`src/rtl/risc_controller_if.sv`:
```
// Controller-to-datapath strobe bundle for the 8-bit RISC CPU.
// Strobes are combinational from phase/opcode and valid in the same cycle as phase.
interface risc_controller_if #(
  parameter int OPCODE_WIDTH = 3
);
  logic [OPCODE_WIDTH-1:0] opcode;
  logic                    zero;
  logic [2:0]              phase;
  logic                    sel;
  logic                    rd;
  logic                    ld_ir;
  logic                    halt;
  logic                    inc_pc;
  logic                    ld_pc;
  logic                    ld_ac;
  logic                    wr;
  logic                    data_e;

  modport master (
    input  opcode, zero,
    output phase, sel, rd, ld_ir, halt, inc_pc, ld_pc, ld_ac, wr, data_e
  );

  modport slave (
    output opcode, zero,
    input  phase, sel, rd, ld_ir, halt, inc_pc, ld_pc, ld_ac, wr, data_e
  );
endinterface

```
`src/rtl/risc_controller.sv`:
```
// Eight-phase instruction sequencer: one pass through phases 0..7 executes one
// instruction; a HLT parks the sequencer at OP_ADDR until reset.
module risc_controller #(
  parameter int OPCODE_WIDTH = 3
) (
  input  logic                clk,
  input  logic                rst,
  risc_controller_if.master   bus
);
  typedef enum logic [2:0] {
    INST_ADDR  = 3'd0,
    INST_FETCH = 3'd1,
    INST_LOAD  = 3'd2,
    IDLE       = 3'd3,
    OP_ADDR    = 3'd4,
    OP_FETCH   = 3'd5,
    ALU_OP     = 3'd6,
    STORE      = 3'd7
  } phase_e;

  localparam logic [OPCODE_WIDTH-1:0] OP_HLT = OPCODE_WIDTH'(0);
  localparam logic [OPCODE_WIDTH-1:0] OP_SKZ = OPCODE_WIDTH'(1);
  localparam logic [OPCODE_WIDTH-1:0] OP_ADD = OPCODE_WIDTH'(2);
  localparam logic [OPCODE_WIDTH-1:0] OP_AND = OPCODE_WIDTH'(3);
  localparam logic [OPCODE_WIDTH-1:0] OP_XOR = OPCODE_WIDTH'(4);
  localparam logic [OPCODE_WIDTH-1:0] OP_LDA = OPCODE_WIDTH'(5);
  localparam logic [OPCODE_WIDTH-1:0] OP_STO = OPCODE_WIDTH'(6);
  localparam logic [OPCODE_WIDTH-1:0] OP_JMP = OPCODE_WIDTH'(7);

  phase_e phase_q, phase_d;
  logic   halted_q, halted_d;
  logic   is_hlt, is_skz, is_sto, is_jmp, is_aluop;

  assign is_hlt   = (bus.opcode == OP_HLT);
  assign is_skz   = (bus.opcode == OP_SKZ);
  assign is_sto   = (bus.opcode == OP_STO);
  assign is_jmp   = (bus.opcode == OP_JMP);
  assign is_aluop = (bus.opcode == OP_ADD) || (bus.opcode == OP_AND) ||
                    (bus.opcode == OP_XOR) || (bus.opcode == OP_LDA);

  always_ff @(posedge clk or posedge rst) begin
    if (rst) begin
      phase_q  <= INST_ADDR;
      halted_q <= 1'b0;
    end else begin
      phase_q  <= phase_d;
      halted_q <= halted_d;
    end
  end

  always_comb begin
    phase_d  = phase_q;
    halted_d = halted_q;
    if (!halted_q) begin
      // HLT freezes the phase at OP_ADDR instead of advancing.
      if (phase_q == OP_ADDR && is_hlt) halted_d = 1'b1;
      else                              phase_d  = phase_e'(phase_q + 3'd1);
    end
  end

  always_comb begin
    bus.sel    = 1'b0;
    bus.rd     = 1'b0;
    bus.ld_ir  = 1'b0;
    bus.halt   = 1'b0;
    bus.inc_pc = 1'b0;
    bus.ld_pc  = 1'b0;
    bus.ld_ac  = 1'b0;
    bus.wr     = 1'b0;
    bus.data_e = 1'b0;
    // Reset overrides the decode directly so a pending write cannot linger.
    if (rst) begin
      bus.sel = 1'b1;
    end else if (halted_q) begin
      bus.halt = 1'b1;
    end else begin
      case (phase_q)
        INST_ADDR:  bus.sel = 1'b1;
        INST_FETCH: begin
          bus.sel = 1'b1;
          bus.rd  = 1'b1;
        end
        INST_LOAD, IDLE: begin
          bus.sel   = 1'b1;
          bus.rd    = 1'b1;
          bus.ld_ir = 1'b1;
        end
        OP_ADDR: begin
          bus.inc_pc = !is_hlt;
          bus.halt   = is_hlt;
        end
        OP_FETCH:   bus.rd = is_aluop;
        ALU_OP: begin
          bus.rd     = is_aluop;
          bus.inc_pc = is_skz && bus.zero;
          bus.ld_pc  = is_jmp;
          bus.data_e = is_sto;
        end
        STORE: begin
          bus.rd     = is_aluop;
          bus.ld_ac  = is_aluop;
          bus.inc_pc = is_jmp;
          bus.ld_pc  = is_jmp;
          bus.wr     = is_sto;
          bus.data_e = is_sto;
        end
        default: ;
      endcase
    end
  end

  assign bus.phase = phase_q;
endmodule
```
`src/flat_wrapper.sv`:
```
// flat-port wrapper written by rule: the top's interface ports become plain ports
module risc_controller_flat 
#(
  parameter int OPCODE_WIDTH = 3
)
  (clk, rst, bus_opcode, bus_zero, bus_phase, bus_sel, bus_rd, bus_ld_ir, bus_halt, bus_inc_pc, bus_ld_pc, bus_ld_ac, bus_wr, bus_data_e);
  risc_controller_if #(.OPCODE_WIDTH(OPCODE_WIDTH)) bus_i ();
  input  logic clk;
  input  logic rst;
  input wire logic [$bits(bus_i.opcode)-1:0] bus_opcode;
  input wire logic [$bits(bus_i.zero)-1:0] bus_zero;
  output wire logic [$bits(bus_i.phase)-1:0] bus_phase;
  output wire logic [$bits(bus_i.sel)-1:0] bus_sel;
  output wire logic [$bits(bus_i.rd)-1:0] bus_rd;
  output wire logic [$bits(bus_i.ld_ir)-1:0] bus_ld_ir;
  output wire logic [$bits(bus_i.halt)-1:0] bus_halt;
  output wire logic [$bits(bus_i.inc_pc)-1:0] bus_inc_pc;
  output wire logic [$bits(bus_i.ld_pc)-1:0] bus_ld_pc;
  output wire logic [$bits(bus_i.ld_ac)-1:0] bus_ld_ac;
  output wire logic [$bits(bus_i.wr)-1:0] bus_wr;
  output wire logic [$bits(bus_i.data_e)-1:0] bus_data_e;
  assign bus_i.opcode = bus_opcode;
  assign bus_i.zero = bus_zero;
  assign bus_phase = bus_i.phase;
  assign bus_sel = bus_i.sel;
  assign bus_rd = bus_i.rd;
  assign bus_ld_ir = bus_i.ld_ir;
  assign bus_halt = bus_i.halt;
  assign bus_inc_pc = bus_i.inc_pc;
  assign bus_ld_pc = bus_i.ld_pc;
  assign bus_ld_ac = bus_i.ld_ac;
  assign bus_wr = bus_i.wr;
  assign bus_data_e = bus_i.data_e;
  risc_controller #(.OPCODE_WIDTH(OPCODE_WIDTH)) u_core (.clk(clk), .rst(rst), .bus(bus_i));
endmodule
```
`config.mk`:
```
export PLATFORM = sky130hd
export DESIGN_NAME = risc_controller_flat
export DESIGN_NICKNAME = d
export VERILOG_FILES = /design/src/rtl/risc_controller_if.sv /design/src/rtl/risc_controller.sv /design/src/flat_wrapper.sv
export SDC_FILE = /design/constraint.sdc
export NUM_CORES = 1
export LEC_CHECK = 0
export ABC_AREA = 1
export ABC_CLOCK_PERIOD_IN_PS = 1300
export CAP_MARGIN = 20
export CELL_PAD_IN_SITES_DETAIL_PLACEMENT = 2
export CELL_PAD_IN_SITES_GLOBAL_PLACEMENT = 2
export CORE_UTILIZATION = 18
export DETAILED_ROUTE_END_ITERATION = 7
export PLACE_DENSITY_LB_ADDON = 0.08
export SYNTH_ARGS = -nofsm -noshare
export SYNTH_HDL_FRONTEND = slang
export SYNTH_SLANG_ARGS = --single-unit
export TNS_END_PERCENT = 20
```
`constraint.sdc`:
```
create_clock -name clk -period 1.3 [get_ports clk]
set_input_delay 0.26 -clock clk [delete_from_list [all_inputs] [get_ports clk]]
set_output_delay 0.26 -clock clk [all_outputs]
set_load 0.005 [all_outputs]
```
# Yosys cells after proc, flatten, opt, wreduce, memory -nomap -nowiden
# Cells that the tools add are included.
# W data, S select, Z words.
# word_totals
regBits	4
input_bits	6
output_inout_bits	12
elab_cells	62
# op_classes
n_addsub	1
eq_ne	14
n_mux	29
bitwise_logic	2
reduce_logical	14
# op_table
op	count
$mux W1	27
$eq A3 B3 Y1 const B	8
$eq A3 B2 Y1 const B	4
$eq A3 B1 Y1 const B	2
$logic_not A3 Y1	2
$reduce_or A3 Y1	2
$reduce_or A2 Y1	2
$reduce_or A4 Y1	1
$add A3 B1 Y3 const B	1
$logic_or A1 B1 Y1	3
$pmux W1 S3	1
$logic_and A1 B1 Y1	2
$not A1 Y1	2
$pmux W1 S2	1
$reduce_and A2 Y1	1
$logic_not A1 Y1	1

# Longest topological paths before layout
# logic_depth
depth_word	7
depth_mapped	9
depth_no_buf	9

# Least setup slack after synthesis
# No wires, ideal clock.
# synth_timing
kind	register to output
start	register u_core.phase_q[1] (netlist: u_core.bus.phase[1])
end	output bus_halt
arrival_time_ns	1.104
required_time_ns	1.040
setup_slack_ns	-0.064
path_stages_with_launch	9
path_buffers	0
cell_sequence	dfrtp_1 inv_1 ha_1 nand2_2 inv_2 nand3_4 nand2_4 inv_2 nor2_1
# synth_via
elab_chain_cells	4
# synth_lines
element	line_no	text
start, declared	risc_controller.sv:30	phase_e phase_q, phase_d;
start signal, assigned	risc_controller.sv:46	phase_q <= phase_d;
$eq A3 B3 Y1	risc_controller.sv:77	case (phase_q)
$mux W1	risc_controller.sv:77	
$mux W1	risc_controller.sv:74	end else if (halted_q) begin
$mux W1	risc_controller.sv:72	if (rst) begin
end, declared	flat_wrapper.sv:16	output wire logic [$bits(bus_i.halt)-1:0] bus_halt;
# No other way between the ends.

# Worst setup path in the final report
# layout_timing
start	register u_core.phase_q[0] (netlist: u_core.bus.phase[0])
end	output bus_rd
# layout_via
elab_chain_cells	5
word_cells_on_any_way	11
classes_between	6 x eq/ne; 3 x mux; 2 x reduce/logical
# layout_lines
element	line_no	text
$eq A3 B3 Y1, or another cell as far along	risc_controller.sv:77	
$reduce_or A3 Y1 (no line)	n/a	
$pmux W1 S2 (*)	risc_controller.sv:77	
$mux W1 (*)	risc_controller.sv:74	
$mux W1 (*)	risc_controller.sv:72	
end, declared	flat_wrapper.sv:14	output wire logic [$bits(bus_i.rd)-1:0] bus_rd;
# Every way passes the cells marked *; elsewhere a longest branch is shown, timed or not.

==> flow_summary.ini <==
[worst_setup_path]
path_max_fanout = 3
crit_chain = buf_6, ha_4, ha_4, nand3b_1, nand2_1, a21oi_1, buf_2
cp_data_required_time_ps = 1040
path_buf_inv = 2
critPathMaxStageDelay_ps = 400
critPathCaptureType = primary output
path_delay_family = flip-flops
cpMostUsedCell = ha_4
criticalPathCategory = register to primary output
cpMaxStageDelayCell = dfrtp_1
start_kind = register
arrival_ps = 1520

[logic_synthesis]
synth_top_area_share_pct = 24.5
synth_area_leader_cell = dfrtp_1
ys_ff_latch = 4
synth_fp_nets = 72
synth.distinct_cells = 16
yosys_most_used_dff = dfrtp_1
synth_edf_count = 0
synthTopCellsByArea = dfrtp_1 (25%), nand2_1 (20%), ha_1 (15%)
syn_inst = 61
ys_seq_area_share_pct = 24.5
post-synth-top-count-cell = nand2_1
yosys_warnings = 0
synth_area_um2 = 408
avgSynthCellArea_um2 = 6.69
synthTopCellsByCount = nand2_1 (22), inv_1 (6), ha_1 (5), nor2_1 (5)
ys_async_sr_fraction_pct = 100

[clock_network]
cts_tree = done
htreeDepth = 1
cts.sinks = 4
clockBufferDepth = 2
cts_made_buffers = 3
cts_hold_buf = 0
clk_pin_slew_ps = 50
clkLatencyLatePin_ps = 260
root_buffer = clkbuf_4

[drt]
drc_errors = 0
vias = 582
wirelength_um = 2050
avgViaCountPerCell = 4.31
initialDrtViolationCount = 5
antenna_left = 0
wl_per_cell_um = 15.2
firstDrtPassIters = 4

[floorplanning]
coreArea_um2 = 2040
die-area_um2 = 2460
die_h_um = 49.6
ios = 18
rows = 16
die-width_um = 49.6
start_util_pct = 20.0

[sta]
hold_slack_ps = 121
finalCriticalPeriod_ps = 1780
fin_crit_sh_pct = 137
finalSetupTns_ps = -3550
fin_ws_ps = -480
slew_headroom_pct = 86.5
setup_violations = 16
hold_viol_final = 0
fmax_mhz = 562
worst_pin_slew_ps = 201
rsz0062_at_grt = true
slew_viol_final = 0
fin_skew_ps = 11.9

[place]
io_buffers = 17
postPlaceCellArea_um2 = 733
place.gp.congestion = 0.736
dp_hpwl_um = 1280

[power_and_ir_drop]
powerDensity_nw_per_um2 = 381
p_leak_nw = 0.495
vdd_ir_drop_max_mv = 0.331
finalPower_uw = 364

[cells_and_area]
synthToLayoutAreaGrowth_pct = 134
finalNetCount = 120
fill_cells = 242
antenna_cells = 0
postLayoutCellArea_um2 = 955
drive_above_1_share_pct = 68.5

[min_path]
hp-class = primary input to asynchronous set/reset pin

[grt]
grt_max_degree = 6
grt_usage_pct = 18.2
grt_pass1_wl_um = 3130
grt_pass1_vias = 631
antenna_found_initial = 0
overflow = 0

[run_status]
outcome = finished, violations left
violations = negative setup slack

[run]
max-cap-violations = 0
==> final timing paths <==
path	start	end	slack, ps	depth (start not counted)
hold reg to reg	u_core.bus.phase[2]$_DFFE_PP0P_	u_core.bus.phase[2]$_DFFE_PP0P_	700	3
min in group clk	bus_opcode[0]	u_core.bus.phase[0]$_DFFE_PP0P_	580	5
setup / recovery	u_core.bus.phase[0]$_DFFE_PP0P_	bus_rd	-480	7
setup reg to reg	u_core.bus.phase[0]$_DFFE_PP0P_	u_core.bus.phase[0]$_DFFE_PP0P_	-130	11
max in group asynchronous	rst	u_core.bus.phase[0]$_DFFE_PP0P_	1050	3
hold / removal	rst	u_core.bus.phase[2]$_DFFE_PP0P_	120	3
==> worst reg2reg max path, cell delays in order (launching register included) <==
cell and delay, ps:
dfrtp_1 380, buf_6 140, inv_8 40, ha_4 150, nand2_2 60, inv_2 60
nand3_4 70, nand2_4 60, buf_4 130, buf_6 120, nand2_2 70, nand2_2 50
==> area by class of cell <==
| type | count | area, um^2 | area share, % |
|---|---|---|---|
| inverters | 10 | 47.5 | 4.98 |
| clock buffers | 4 | 26.3 | 2.75 |
| repair buffers | 43 | 345 | 36.2 |
| well taps | 27 | 33.8 | 3.54 |
| multi-input cells | 47 | 399 | 41.8 |
| flip-flops and latches | 4 | 103 | 10.7 |
==> cells by family after synthesis <==
logic type,synth area share [%]
simple gates,46.6
buf+inv,9.20
fa+ha+maj,15.3
flops,24.5
compound gates,4.29
==> metal layers <==
layer / part of all wire [%] / routed length (um) / global-route usage (%)
met3: 4.5 / 92 / 4.63
met2: 53 / 1080 / 33.8
met5: 0 / 0 / 0
met1: 40 / 809 / 18.7
met4: 3.0 / 61 / 8.57
==> flip-flops by register name (all words and copies together), names as in the netlist <==
signal,cells
u_core.bus.phase,3
u_core.halted_q,1
==> power breakdown <==
part	internal, mW	switching, mW	leakage [nW]
combinational	0.0209	0.0283	0.433
sequential	0.125	0	0.0473
clock	0.117	0.0730	0.0150
==> cells in the final DEF, fill, tap and decap left out, drive strengths merged <==
cell	Yosys	layout
buf	0	33
nand2	24	24
inv	10	10
clkbuf	0	8
nor2	6	6
ha	5	5
nand3	5	5
dlygate4sd2	0	4
dfrtp	4	4
nor3	3	3
o21ai	1	1
nand3b	1	1
o21bai	1	1
a21oi	1	1
dlymetal6s2s	0	1
clkdlybuf4s50	0	1
==> what timing repair did <==
item,CTS,global route
setup endpoints to repair,15,15
setup buffers,7,4
endpoints found under the hold margin,0,0
gates resized for setup,62,26
pin swaps,10,12
gates cloned,0,0
==> per-stage QoR <==
step | std cells | util, % | worst slack, ps
floorplan | 61 | - | -11.9
global placement | 120 | 35.9 | -693
detailed placement | 120 | 35.9 | -721
CTS | 131 | 43.9 | -471
global route | 135 | 46.8 | -532
finish | 135 | 46.8 | -480
Power figures use the tool's default switching activity.
